[src/rtl/dmem_byte_bridge_if.sv]
// Word-wide data-memory request/response channel between the core's
// load/store path (master) and the byte bridge (slave).
interface dmem_byte_bridge_if;
  logic        i_req_valid;
  logic        o_req_ready;
  logic [31:0] i_addr;
  logic        i_write_enable;
  logic [31:0] i_write_data;
  logic [31:0] i_mask;
  logic        o_rsp_valid;
  logic        i_rsp_ready;
  logic [31:0] o_read_data;

  modport slave (
    input  i_req_valid, i_addr, i_write_enable, i_write_data, i_mask, i_rsp_ready,
    output o_req_ready, o_rsp_valid, o_read_data
  );

  modport master (
    output i_req_valid, i_addr, i_write_enable, i_write_data, i_mask, i_rsp_ready,
    input  o_req_ready, o_rsp_valid, o_read_data
  );
endinterface

[src/rtl/dmem_byte_bridge.sv]
// Serialises a byte-masked 32-bit load/store into one SRAM byte access per
// enabled lane, then returns the lane-positioned read word (0 for stores).
module dmem_byte_bridge #(
  parameter int ADDR_W = 11
) (
  input  logic              i_clk,
  input  logic              i_rst,
  dmem_byte_bridge_if.slave bus,
  output logic              o_sram_en,
  output logic              o_sram_we,
  output logic [ADDR_W-1:0] o_sram_addr,
  output logic [7:0]        o_sram_wdata,
  input  logic [7:0]        i_sram_rdata
);

  typedef enum logic [1:0] {IDLE, ACCESS, DRAIN, RESP} state_t;

  state_t            state_q;
  logic [ADDR_W-3:0] word_q;     // latched word address
  logic              we_q;       // latched store flag
  logic [31:0]       wdata_q;    // latched store data
  logic [3:0]        pend_q;     // enabled lanes not yet issued
  logic [1:0]        lane_q;     // lane issued in the current ACCESS cycle
  logic              rd_pend_q;  // a read was issued last cycle
  logic [1:0]        rd_lane_q;  // lane that read belongs to
  logic [31:0]       asm_q;      // read-assembly word
  logic              sram_en_q;
  logic              sram_we_q;
  logic [ADDR_W-1:0] sram_addr_q;
  logic [7:0]        sram_wdata_q;

  // Lowest enabled lane wins, giving ascending issue order.
  function automatic logic [1:0] first_lane(input logic [3:0] m);
    if (m[0])      return 2'd0;
    else if (m[1]) return 2'd1;
    else if (m[2]) return 2'd2;
    else           return 2'd3;
  endfunction

  logic              accept_d;
  logic [3:0]        req_lanes_d;
  logic [3:0]        src_lanes_d;
  logic [1:0]        nxt_lane_d;
  logic [3:0]        rem_lanes_d;
  logic [ADDR_W-3:0] word_d;
  logic [31:0]       wsrc_d;
  logic              we_d;
  logic              issue_d;

  // In IDLE the next access comes straight from the request; afterwards it
  // comes from the latched copy, so the request bus is only sampled once.
  always_comb begin
    accept_d    = (state_q == IDLE) && bus.i_req_valid;
    req_lanes_d = {bus.i_mask[24], bus.i_mask[16], bus.i_mask[8], bus.i_mask[0]};
    src_lanes_d = (state_q == IDLE) ? req_lanes_d : pend_q;
    nxt_lane_d  = first_lane(src_lanes_d);
    rem_lanes_d = src_lanes_d & ~(4'b0001 << nxt_lane_d);
    word_d      = (state_q == IDLE) ? bus.i_addr[ADDR_W-1:2] : word_q;
    wsrc_d      = (state_q == IDLE) ? bus.i_write_data : wdata_q;
    we_d        = (state_q == IDLE) ? bus.i_write_enable : we_q;
    issue_d     = (accept_d && (req_lanes_d != 4'b0000)) ||
                  ((state_q == ACCESS) && (pend_q != 4'b0000));
  end

  // Bridge FSM with registered SRAM strobes and read-byte reassembly.
  always_ff @(posedge i_clk or posedge i_rst) begin
    if (i_rst) begin
      state_q      <= IDLE;
      word_q       <= '0;
      we_q         <= 1'b0;
      wdata_q      <= '0;
      pend_q       <= '0;
      lane_q       <= '0;
      rd_pend_q    <= 1'b0;
      rd_lane_q    <= '0;
      asm_q        <= '0;
      sram_en_q    <= 1'b0;
      sram_we_q    <= 1'b0;
      sram_addr_q  <= '0;
      sram_wdata_q <= '0;
    end else begin
      // SRAM read data lags its access by one cycle.
      if (rd_pend_q) asm_q[8*rd_lane_q +: 8] <= i_sram_rdata;
      rd_pend_q <= sram_en_q & ~sram_we_q;
      rd_lane_q <= lane_q;

      sram_en_q    <= issue_d;
      sram_we_q    <= issue_d & we_d;
      sram_addr_q  <= issue_d ? {word_d, nxt_lane_d} : '0;
      sram_wdata_q <= issue_d ? wsrc_d[8*nxt_lane_d +: 8] : '0;
      if (issue_d) begin
        lane_q <= nxt_lane_d;
        pend_q <= rem_lanes_d;
      end

      case (state_q)
        IDLE: if (accept_d) begin
          word_q  <= word_d;
          we_q    <= we_d;
          wdata_q <= wsrc_d;
          asm_q   <= '0;
          state_q <= (req_lanes_d == 4'b0000) ? RESP : ACCESS;
        end
        ACCESS: if (pend_q == 4'b0000) state_q <= we_q ? RESP : DRAIN;
        DRAIN:  state_q <= RESP;
        RESP:   if (bus.i_rsp_ready) state_q <= IDLE;
        default: state_q <= IDLE;
      endcase
    end
  end

  assign bus.o_req_ready = (state_q == IDLE);
  assign bus.o_rsp_valid = (state_q == RESP);
  assign bus.o_read_data = ((state_q == RESP) && !we_q) ? asm_q : 32'h0;

  assign o_sram_en    = sram_en_q;
  assign o_sram_we    = sram_we_q;
  assign o_sram_addr  = sram_addr_q;
  assign o_sram_wdata = sram_wdata_q;

  // Address bits outside the SRAM word and non-lane mask bits are ignored.
  logic unused_bits;
  assign unused_bits = ^{bus.i_addr[31:ADDR_W], bus.i_addr[1:0],
                         bus.i_mask[31:25], bus.i_mask[23:17],
                         bus.i_mask[15:9], bus.i_mask[7:1]};

endmodule

[src/flat_wrapper.sv]
// flat-port wrapper written by rule: the top's interface ports become plain ports
module dmem_byte_bridge_flat 
#(
  parameter int ADDR_W = 11
)
  (i_clk, i_rst, o_sram_en, o_sram_we, o_sram_addr, o_sram_wdata, i_sram_rdata, bus_i_req_valid, bus_i_addr, bus_i_write_enable, bus_i_write_data, bus_i_mask, bus_i_rsp_ready, bus_o_req_ready, bus_o_rsp_valid, bus_o_read_data);
  dmem_byte_bridge_if bus_i ();
  input  logic i_clk;
  input  logic i_rst;
  output logic o_sram_en;
  output logic o_sram_we;
  output logic [ADDR_W-1:0] o_sram_addr;
  output logic [7:0] o_sram_wdata;
  input  logic [7:0] i_sram_rdata;
  input wire logic [$bits(bus_i.i_req_valid)-1:0] bus_i_req_valid;
  input wire logic [$bits(bus_i.i_addr)-1:0] bus_i_addr;
  input wire logic [$bits(bus_i.i_write_enable)-1:0] bus_i_write_enable;
  input wire logic [$bits(bus_i.i_write_data)-1:0] bus_i_write_data;
  input wire logic [$bits(bus_i.i_mask)-1:0] bus_i_mask;
  input wire logic [$bits(bus_i.i_rsp_ready)-1:0] bus_i_rsp_ready;
  output wire logic [$bits(bus_i.o_req_ready)-1:0] bus_o_req_ready;
  output wire logic [$bits(bus_i.o_rsp_valid)-1:0] bus_o_rsp_valid;
  output wire logic [$bits(bus_i.o_read_data)-1:0] bus_o_read_data;
  assign bus_i.i_req_valid = bus_i_req_valid;
  assign bus_i.i_addr = bus_i_addr;
  assign bus_i.i_write_enable = bus_i_write_enable;
  assign bus_i.i_write_data = bus_i_write_data;
  assign bus_i.i_mask = bus_i_mask;
  assign bus_i.i_rsp_ready = bus_i_rsp_ready;
  assign bus_o_req_ready = bus_i.o_req_ready;
  assign bus_o_rsp_valid = bus_i.o_rsp_valid;
  assign bus_o_read_data = bus_i.o_read_data;
  dmem_byte_bridge #(.ADDR_W(ADDR_W)) u_core (.i_clk(i_clk), .i_rst(i_rst), .bus(bus_i), .o_sram_en(o_sram_en), .o_sram_we(o_sram_we), .o_sram_addr(o_sram_addr), .o_sram_wdata(o_sram_wdata), .i_sram_rdata(i_sram_rdata));
endmodule
[config.mk]
export PLATFORM = sky130hd
export DESIGN_NAME = dmem_byte_bridge_flat
export DESIGN_NICKNAME = d
export VERILOG_FILES = /design/src/rtl/dmem_byte_bridge_if.sv /design/src/rtl/dmem_byte_bridge.sv /design/src/flat_wrapper.sv
export SDC_FILE = /design/constraint.sdc
export NUM_CORES = 1
export LEC_CHECK = 0
export CAP_MARGIN = 40
export CORE_MARGIN = 3
export CORE_UTILIZATION = 30
export CTS_BUF_LIST = sky130_fd_sc_hd__clkbuf_2
export CTS_CLUSTER_SIZE = 20
export DETAILED_ROUTE_END_ITERATION = 7
export MAX_ROUTING_LAYER = met4
export PLACE_DENSITY_LB_ADDON = 0.05
export SYNTH_ARGS = -nofsm -noshare
export SYNTH_HDL_FRONTEND = slang
export SYNTH_SLANG_ARGS = --single-unit
export TNS_END_PERCENT = 30
[constraint.sdc]
create_clock -name i_clk -period 10 [get_ports i_clk]
set_clock_uncertainty 0.1 [all_clocks]
set_input_delay 3 -clock i_clk [delete_from_list [all_inputs] [get_ports i_clk]]
set_output_delay 3 -clock i_clk [all_outputs]
set_load 0.01 [all_outputs]
# After elaboration in Yosys (flattened, before gate mapping)

Cells that the tools add are included.

Mux-type cells: 20
Shifts and indexed selects: 4
Reductions and logical operators: 13
Bitwise gates (word level): 5
Add/sub/neg operators: 1
Equality and inequality tests: 6

Operator list:

| operator                  | number |
|---|---|
| $mux W32                  | 5 |
| $neg A5 Y34               | 1 |
| $shift A8 B34 Y32 const A | 1 |
| $shiftx A8 B34 Y32        | 1 |
| $bwmux W32                | 1 |
| $shiftx A32 B6 Y8         | 1 |
| $mux W2                   | 6 |
| $mux W11                  | 1 |
| $mux W9                   | 1 |
| $logic_not A4 Y1          | 2 |
| $mux W8                   | 1 |
| $pmux W2 S4               | 1 |
| $reduce_bool A4 Y1        | 2 |
| $and A4 B4 Y4             | 1 |
| $eq A2 B2 Y1 const B      | 2 |
| $logic_and A1 B1 Y1       | 4 |
| $mux W4                   | 1 |
| $ne A2 B2 Y1 const B      | 2 |
| $not A4 Y4                | 1 |
| $shl A1 B2 Y4 const A     | 1 |
| $mux W1                   | 3 |
| $reduce_and A3 Y1         | 1 |
| $and A1 B1 Y1             | 2 |
| $eq A2 B1 Y1 const B      | 1 |
| 6 further kinds           | 6 |

Input port bits: 109
Bits in registers: 106
Logic and storage cells: 62

# Longest topological paths before layout

Gate-level depths: netlist of run 1.

Depth in word-level cells: 8
Depth in mapped cells: 8
Mapped depth without buffers: 7

# Worst setup path after synthesis of run 1

No wires, ideal clock.

Path type: reg2out
Start: register u_core.state_q[0]
End: output port bus_o_read_data[10]
Arrival time: 1216 ps
Stages on the path, launching flop included: 6
Required time: 6900 ps
Buffers on the path: 1
Slack: 5684 ps
Path through: dfrtp_1 > ha_1 > inv_1 > nor2_1 > clkbuf_1 > and2_1

Cells in the longest elaborated chain, start to end: 3

RTL lines:

| what                   | line                    | text |
|---|---|---|
| start, declared        | dmem_byte_bridge.sv:18  | `state_t state_q;` |
| start signal, assigned | dmem_byte_bridge.sv:102 | `state_q <= (req_lanes_d == 4'b0000) ? RESP : ACCESS;` |
| start signal, assigned | dmem_byte_bridge.sv:104 | `ACCESS: if (pend_q == 4'b0000) state_q <= we_q ? RESP : DRAIN;` |
| $eq A2 B2 Y1           | -                       |  |
| net bus_o_rsp_valid    | flat_wrapper.sv:22      | `output wire logic [$bits(bus_i.o_rsp_valid)-1:0] bus_o_rsp_valid;` |
| $logic_and A1 B1 Y1    | dmem_byte_bridge.sv:114 | `assign bus.o_read_data = ((state_q == RESP) && !we_q) ? asm_q : 32'h0;` |
| $mux W32               | dmem_byte_bridge.sv:114 |  |
| end, declared          | flat_wrapper.sv:23      | `output wire logic [$bits(bus_i.o_read_data)-1:0] bus_o_read_data;` |

The timed path passes the listed nets, and every way through them passes these cells.

# Worst setup path in the final report of run 1

Start: register u_core.state_q[0]
End: output port bus_o_read_data[7]

Cells in the longest elaborated chain, start to end: 3

RTL lines:

| what                | line |
|---|---|
| $eq A2 B2 Y1        | dmem_byte_bridge.sv:114 |
| $logic_and A1 B1 Y1 | dmem_byte_bridge.sv:114 |
| $mux W32            | dmem_byte_bridge.sv:114 |

No other way between the ends.

==> impl_metrics.csv, run 1 <==
group,metric,value,unit
worst_hold_path,min_path_cells,0,
die,core.rowCount,46,
critical_path,crit_arrival,2430,ps
die,dieArea,0.0182,mm2
power,internal_power,0.911,mW
power,power_frac_comb,0.431,
die,core,0.0161,mm2
placement,finalWeightedCongestion,0.779,
critical_path,worstPathCellList,"ha_1 > inv_1 > nor2_2 > buf_8 > and2_1 > clkdlybuf4s50_1",
sta,min_period,5530,ps
die,ios,164,
synthesis,synth_area_leader_cell,"dfrtp_1",
run_status,outcome,"complete, no violations",
critical_path,r2r.worst_path.cells,9,
sta,fin_crit_sh,0.553,
placement,place_area,0.00631,mm2
cts,clk_pin_slew_worst_paths,270,ps
grt,antenna_found_initial,0,
cts,clock_path_buffers,2,
cts,clk_latency,610,ps
synthesis,synth_area_leaders,"dfrtp_1, nand2_1, a22oi_1",
cts,cts_resized,0,
sta,tns,0,ps
final_layout,final_cell_area,0.00644,mm2
final_layout,drive_gt1_frac,0.0870,
drt,drt-total-wl,14.2,mm
grt,grt_usage,0.163,
sta,slew_headroom,0.515,
synthesis,syn-num-nets,631,
synthesis,seq_area_frac_synth,0.533,
synthesis,ys_types,43,
grt,grt_pass1_wl,22.4,mm
placement,numPortBuffers,112,
final_layout,multi_input_area,0.00215,mm2
critical_path,cpMaxStageDelayCell,"clkdlybuf4s50_1",
die,die_y,135,um
drt,first_pass_iters,4,
power,clkPwrFrac,0.151,
final_layout,syn2layout_area_growth,29.5,%
sta,holdWs,298,ps
power,power.density,237,mW/mm2
die,start_util,0.310,
power,p_leak,2.88,nW
power,switching_share,0.404,
drt,drtAntennaViolNets,0,
cts,root_buffer,"clkbuf_2",
synthesis,syn-cell-area,0.00498,mm2
critical_path,end_kind,"output pin",
drt,via_per_inst,4.85,
grt,grt-ovfl-total,0,
synthesis,synth-seq-cells,106,
final_layout,antenna_cells,0,
critical_path,critical_path.max_stage_delay,540,ps
critical_path,crit_buf_inv,3,
power,peakVddDrop,0.0770,mV
critical_path,cp-start-kind,"flop",
cts,cts-buffers-inserted,9,
grt,grt_max_degree,48,
die,die_x,135,um
cts,cts_tree,"built",
critical_path,cp.required,6900,ps
grt,grt_pass1_vias,3987,
drt,dr_total_vias,4058,
power,p_seq_frac,0.419,
synthesis,synth_cells,514,
job,cap_violations,0,
sta,finalSetupViolations,0,
sta,finalHoldViolations,0,
synthesis,synth_top_area_share,0.533,
drt,wl_per_cell,17.0,um
synthesis,syn_avg_cell_area,9.68,um2
critical_path,crit_type,"flop to output pin",
drt,drc_errors,0,
final_layout,seq_area,0.00265,mm2
placement,place_hpwl,9.77,mm
sta,worst_pin_slew,728,ps
cts,htree_num_levels,3,
synthesis,synth_warnings,0,
critical_path,worst-path-stages,6,
sta,rsz0062_at_grt,"no",
final_layout,fin_nets,733,
worst_hold_path,hp-class,"flop to flop",
power,p_switching,0.619,mW
power,total_power,1.53,mW
sta,slew_violations,0,
critical_path,crit_family,"buffers and inverters",
cts,cts_hold_buf,0,
critical_path,crit_fanout,28,
drt,drt_iter0_markers,263,
cts,post_cts.repair.setup_buffers,0,
sta,fmax,181,MHz
final_layout,fill_cells,1563,
cts,cts_sinks,106,
[final timing paths]
kind,from,to,slack [ps]
worst min register to register,u_core.lane_q[0],u_core.rd_lane_q[0],300
worst max-delay path,u_core.state_q[0],bus_o_read_data[7],4470
worst min-delay path,u_core.lane_q[0],u_core.rd_lane_q[0],300
min in group asynchronous,i_rst,u_core.o_sram_addr[4],2570
worst max register to register,u_core.state_q[0],u_core.pend_q[3],7110
max in group asynchronous,i_rst,u_core.wdata_q[17],6150
[synth_stat cells, drive strengths merged]
library cell,count
a21oi,15
inv,9
and4,1
o22ai,8
a2111oi,9
a22oi,31
or3b,1
o21ai,5
o22a,8
nor4b,2
buf,15
nand4,1
ha,8
or2b,1
a32o,2
nor2b,3
nand2,146
clkbuf,13
o41ai,1
nor2,57
or3,1
dfrtp,106
o221ai,9
o21a,2
or2,8
nor3b,1
a31o,1
mux2i,11
nor3,2
a21o,1
and2,34
nor4,2
[routing by layer]
metal,share of wire,global-route usage,vias to the layer above
met4,0.018,0.0577,0
li1,-,-,1944
met5,0,-,-
met3,0.048,0.0283,18
met2,0.47,0.253,109
met1,0.46,0.216,1987
[power groups by stage]
stage               logic [mW]  clock network, mW  registers, mW
floorplan                0.454                  0          0.640
global placement         0.651                  0          0.647
detailed placement       0.671                  0          0.651
CTS                      0.673              0.244          0.641
global route             0.739              0.259          0.656
finish                   0.659              0.231          0.640
[layout make-up]
class                      instances  area share
clock buffer                       9     0.00699
clock inverter                     7      0.0142
inverter                           9     0.00563
multi-input combinational        371       0.333
sequential                       106       0.412
tap                              216      0.0419
timing repair buffer             119       0.186
[sequential cells by signal, summed over array words and instances (netlist names)]
name                 cells
u_core.asm_q            32
u_core.wdata_q          32
u_core.o_sram_addr      11
u_core.word_q            9
u_core.o_sram_wdata      8
u_core.pend_q            4
u_core.lane_q            2
u_core.rd_lane_q         2
u_core.state_q           2
u_core.o_sram_en         1
u_core.o_sram_we         1
u_core.rd_pend_q         1
u_core.we_q              1
[layout by cell type (no fill, tap or decap), types with 3 or more instances in the layout]
master           netlist  final
nand2_1              145    145
clkdlybuf4s50_1        0    112
dfrtp_1              106    106
nor2_1                57     56
and2_1                34     33
a22oi_1               31     31
a21oi_1               15     15
mux2i_1               11     11
clkbuf_2               1      9
o22ai_1                8      8
o22a_1                 8      8
o221ai_1               8      8
or2_2                  8      8
a2111oi_2              8      8
ha_1                   8      7
inv_1                  7      6
o21ai_0                5      5
buf_4                  1      5
nor2b_1                3      3
[worst reg2reg max path: stages (launching register included)]
cell and delay [ps]:
dfrtp_1 470, inv_1 110, ha_2 180, buf_4 480
nand2_1 100, buf_4 300, o21a_2 500, inv_2 230
o21ai_0 110, a32o_1 220
[logic make-up after synthesis]
family,after synthesis,synth area share
AND/OR/NAND/NOR,260,0.236
flip-flops,106,0.533
AO/OA/AOI/OAI,92,0.152
buffers and inverters,37,0.0365
multiplexers,11,0.0221
adder cells (fa/ha/maj),8,0.0201
[per-stage QoR]
stage                     worst slack (ps)  instances   util
after floorplan                       4110        514      -
after global placement                4580        818  0.390
after detailed placement              4620        821  0.393
after CTS                             4360        837  0.401
after global routing                  4280        837  0.401
final                                 4470        837  0.401
Power figures use the tool's default switching activity.
==> run 2: changes to the inputs <==
==> constraint.sdc (replaced) <==
create_clock -name i_clk -period 4.9 [get_ports i_clk]
set_clock_uncertainty 0.1 [all_clocks]
set_input_delay 1.47 -clock i_clk [delete_from_list [all_inputs] [get_ports i_clk]]
set_output_delay 1.47 -clock i_clk [all_outputs]
set_load 0.01 [all_outputs]
==> impl_metrics.csv, run 2 (same netlist as run 1, synthesis figures left out) <==
group,metric,value,unit
final_layout,drive_gt1_frac,0.0883,
worst_hold_path,min_path_cells,0,
critical_path,cp.required,3330,ps
sta,slew_violations,0,
die,core,0.0161,mm2
power,p_leak,2.86,nW
worst_hold_path,hp-class,"flop to flop",
job,cap_violations,0,
power,p_seq_frac,0.432,
cts,cts-buffers-inserted,9,
sta,tns,0,ps
power,clkPwrFrac,0.124,
power,internal_power,1.77,mW
critical_path,crit_arrival,2470,ps
grt,grt_pass1_wl,22.4,mm
drt,drtAntennaViolNets,0,
placement,place_hpwl,9.91,mm
power,p_switching,1.26,mW
sta,rsz0062_at_grt,"no",
drt,wl_per_cell,16.9,um
final_layout,fin_nets,735,
cts,clk_pin_slew_worst_paths,290,ps
final_layout,layout_commonest_cell,"nand2_1",
sta,worst_pin_slew,582,ps
placement,dp_worst_setup_slack,1310,ps
critical_path,cp-start-kind,"flop",
sta,final.setup.worst_slack,864,ps
power,power_frac_comb,0.444,
sta,slew_headroom,0.612,
final_layout,layout_common_cells,"nand2_1, clkdlybuf4s50_1, dfrtp_1",
drt,drt-total-wl,14.2,mm
critical_path,crit_type,"flop to output pin",
power,switching_share,0.417,
die,core.rowCount,46,
cts,cts_resized,0,
die,die_x,135,um
die,start_util,0.310,
placement,numPortBuffers,112,
run_status,outcome,"complete, no violations",
cts,root_buffer,"clkbuf_2",
final_layout,post-route-util,0.399,
cts,post_cts.repair.setup_buffers,0,
power,power.density,473,mW/mm2
critical_path,r2r_slack,2170,ps
cts,cts_sinks,106,
grt,grt_pass1_vias,3997,
cts,htree_num_levels,3,
grt,antenna_found_initial,0,
critical_path,crit_fanout,32,
drt,drt_iter0_markers,234,
grt,grt-ovfl-total,0,
placement,finalWeightedCongestion,0.791,
die,dieArea,0.0182,mm2
sta,fmax,248,MHz
drt,drc_errors,0,
power,peakVddDrop,0.157,mV
die,die_y,135,um
grt,grt_max_degree,49,
cts,cts_tree,"built",
sta,fin_crit_sh,0.824,
drt,via_per_inst,4.81,
drt,dr_total_vias,4042,
final_layout,syn2layout_area_growth,28.9,%
cts,clk_latency,610,ps
sta,min_period,4040,ps
sta,finalHoldViolations,0,
cts,clock_path_buffers,2,
grt,grt_usage,0.164,
critical_path,end_kind,"output pin",
drt,first_pass_iters,7,
power,total_power,3.03,mW
cts,cts_hold_buf,0,
die,ios,164,
critical_path,r2r.worst_path.cells,7,
sta,finalSetupViolations,0,
run 2: cell types whose count changed in the layout (fill, tap and decap cells not counted), moves of 2 or more:
cell / before / now
buf_4: 5 / 7
buf_12: 0 / 2
clkinvlp_4: 0 / 2
bufinv_16: 2 / 0
run 2: worst max-delay path, cell delays in order, from the launching register on:
cell             delay (ps)
dfrtp_1                 450
ha_1                    190
inv_1                    70
nor2_1                   90
buf_4                   280
and2_1                  200
clkdlybuf4s50_1         550
run 2: final cells by class:
type                            instances  area (um2)
Sequential cell                       106        2650
Multi-Input combinational cell        371        2150
Antenna cell                            1        2.50
Clock buffer                           10        50.0
Fill cell                            1599        9650
Timing Repair Buffer                  121        1210
Tap cell                              216         270
Clock inverter                          6        41.3
Inverter                                9        36.3
run 2: final timing paths:
path | startpoint | end
hold reg to reg | u_core.lane_q[1] | u_core.rd_lane_q[1]
max in group asynchronous | i_rst | u_core.wdata_q[6]
min in group asynchronous | i_rst | u_core.o_sram_addr[4]
hold / removal | u_core.lane_q[1] | u_core.rd_lane_q[1]
setup / recovery | u_core.state_q[0] | bus_o_read_data[7]
setup reg to reg | u_core.state_q[0] | u_core.o_sram_wdata[0]
run 2: metrics by stage:
stage                     hold WS [ps]  cells  cell area (um2)
final                              317    840             6410
after detailed placement           266    823             6320
after global placement             263    822             6300
after floorplan                    254    514             4980
after CTS                          321    839             6410
after global routing               327    839             6410
run 2: power by group through the flow:
stage / logic [mW] / registers (mW) / clock network [mW]
floorplan: 0.927 / 1.31 / 0
global placement: 1.35 / 1.32 / 0
detailed placement: 1.37 / 1.33 / 0
CTS: 1.38 / 1.31 / 0.398
global route: 1.51 / 1.35 / 0.423
finish: 1.35 / 1.31 / 0.376
run 2: metal layers:
layer  GRT usage  vias up  wire length, um
li1            -     1944                -
met1       0.211     1967             6360
met2       0.258      109             6790
met3      0.0335       22              720
met4      0.0566        0              288
met5           -        -                0
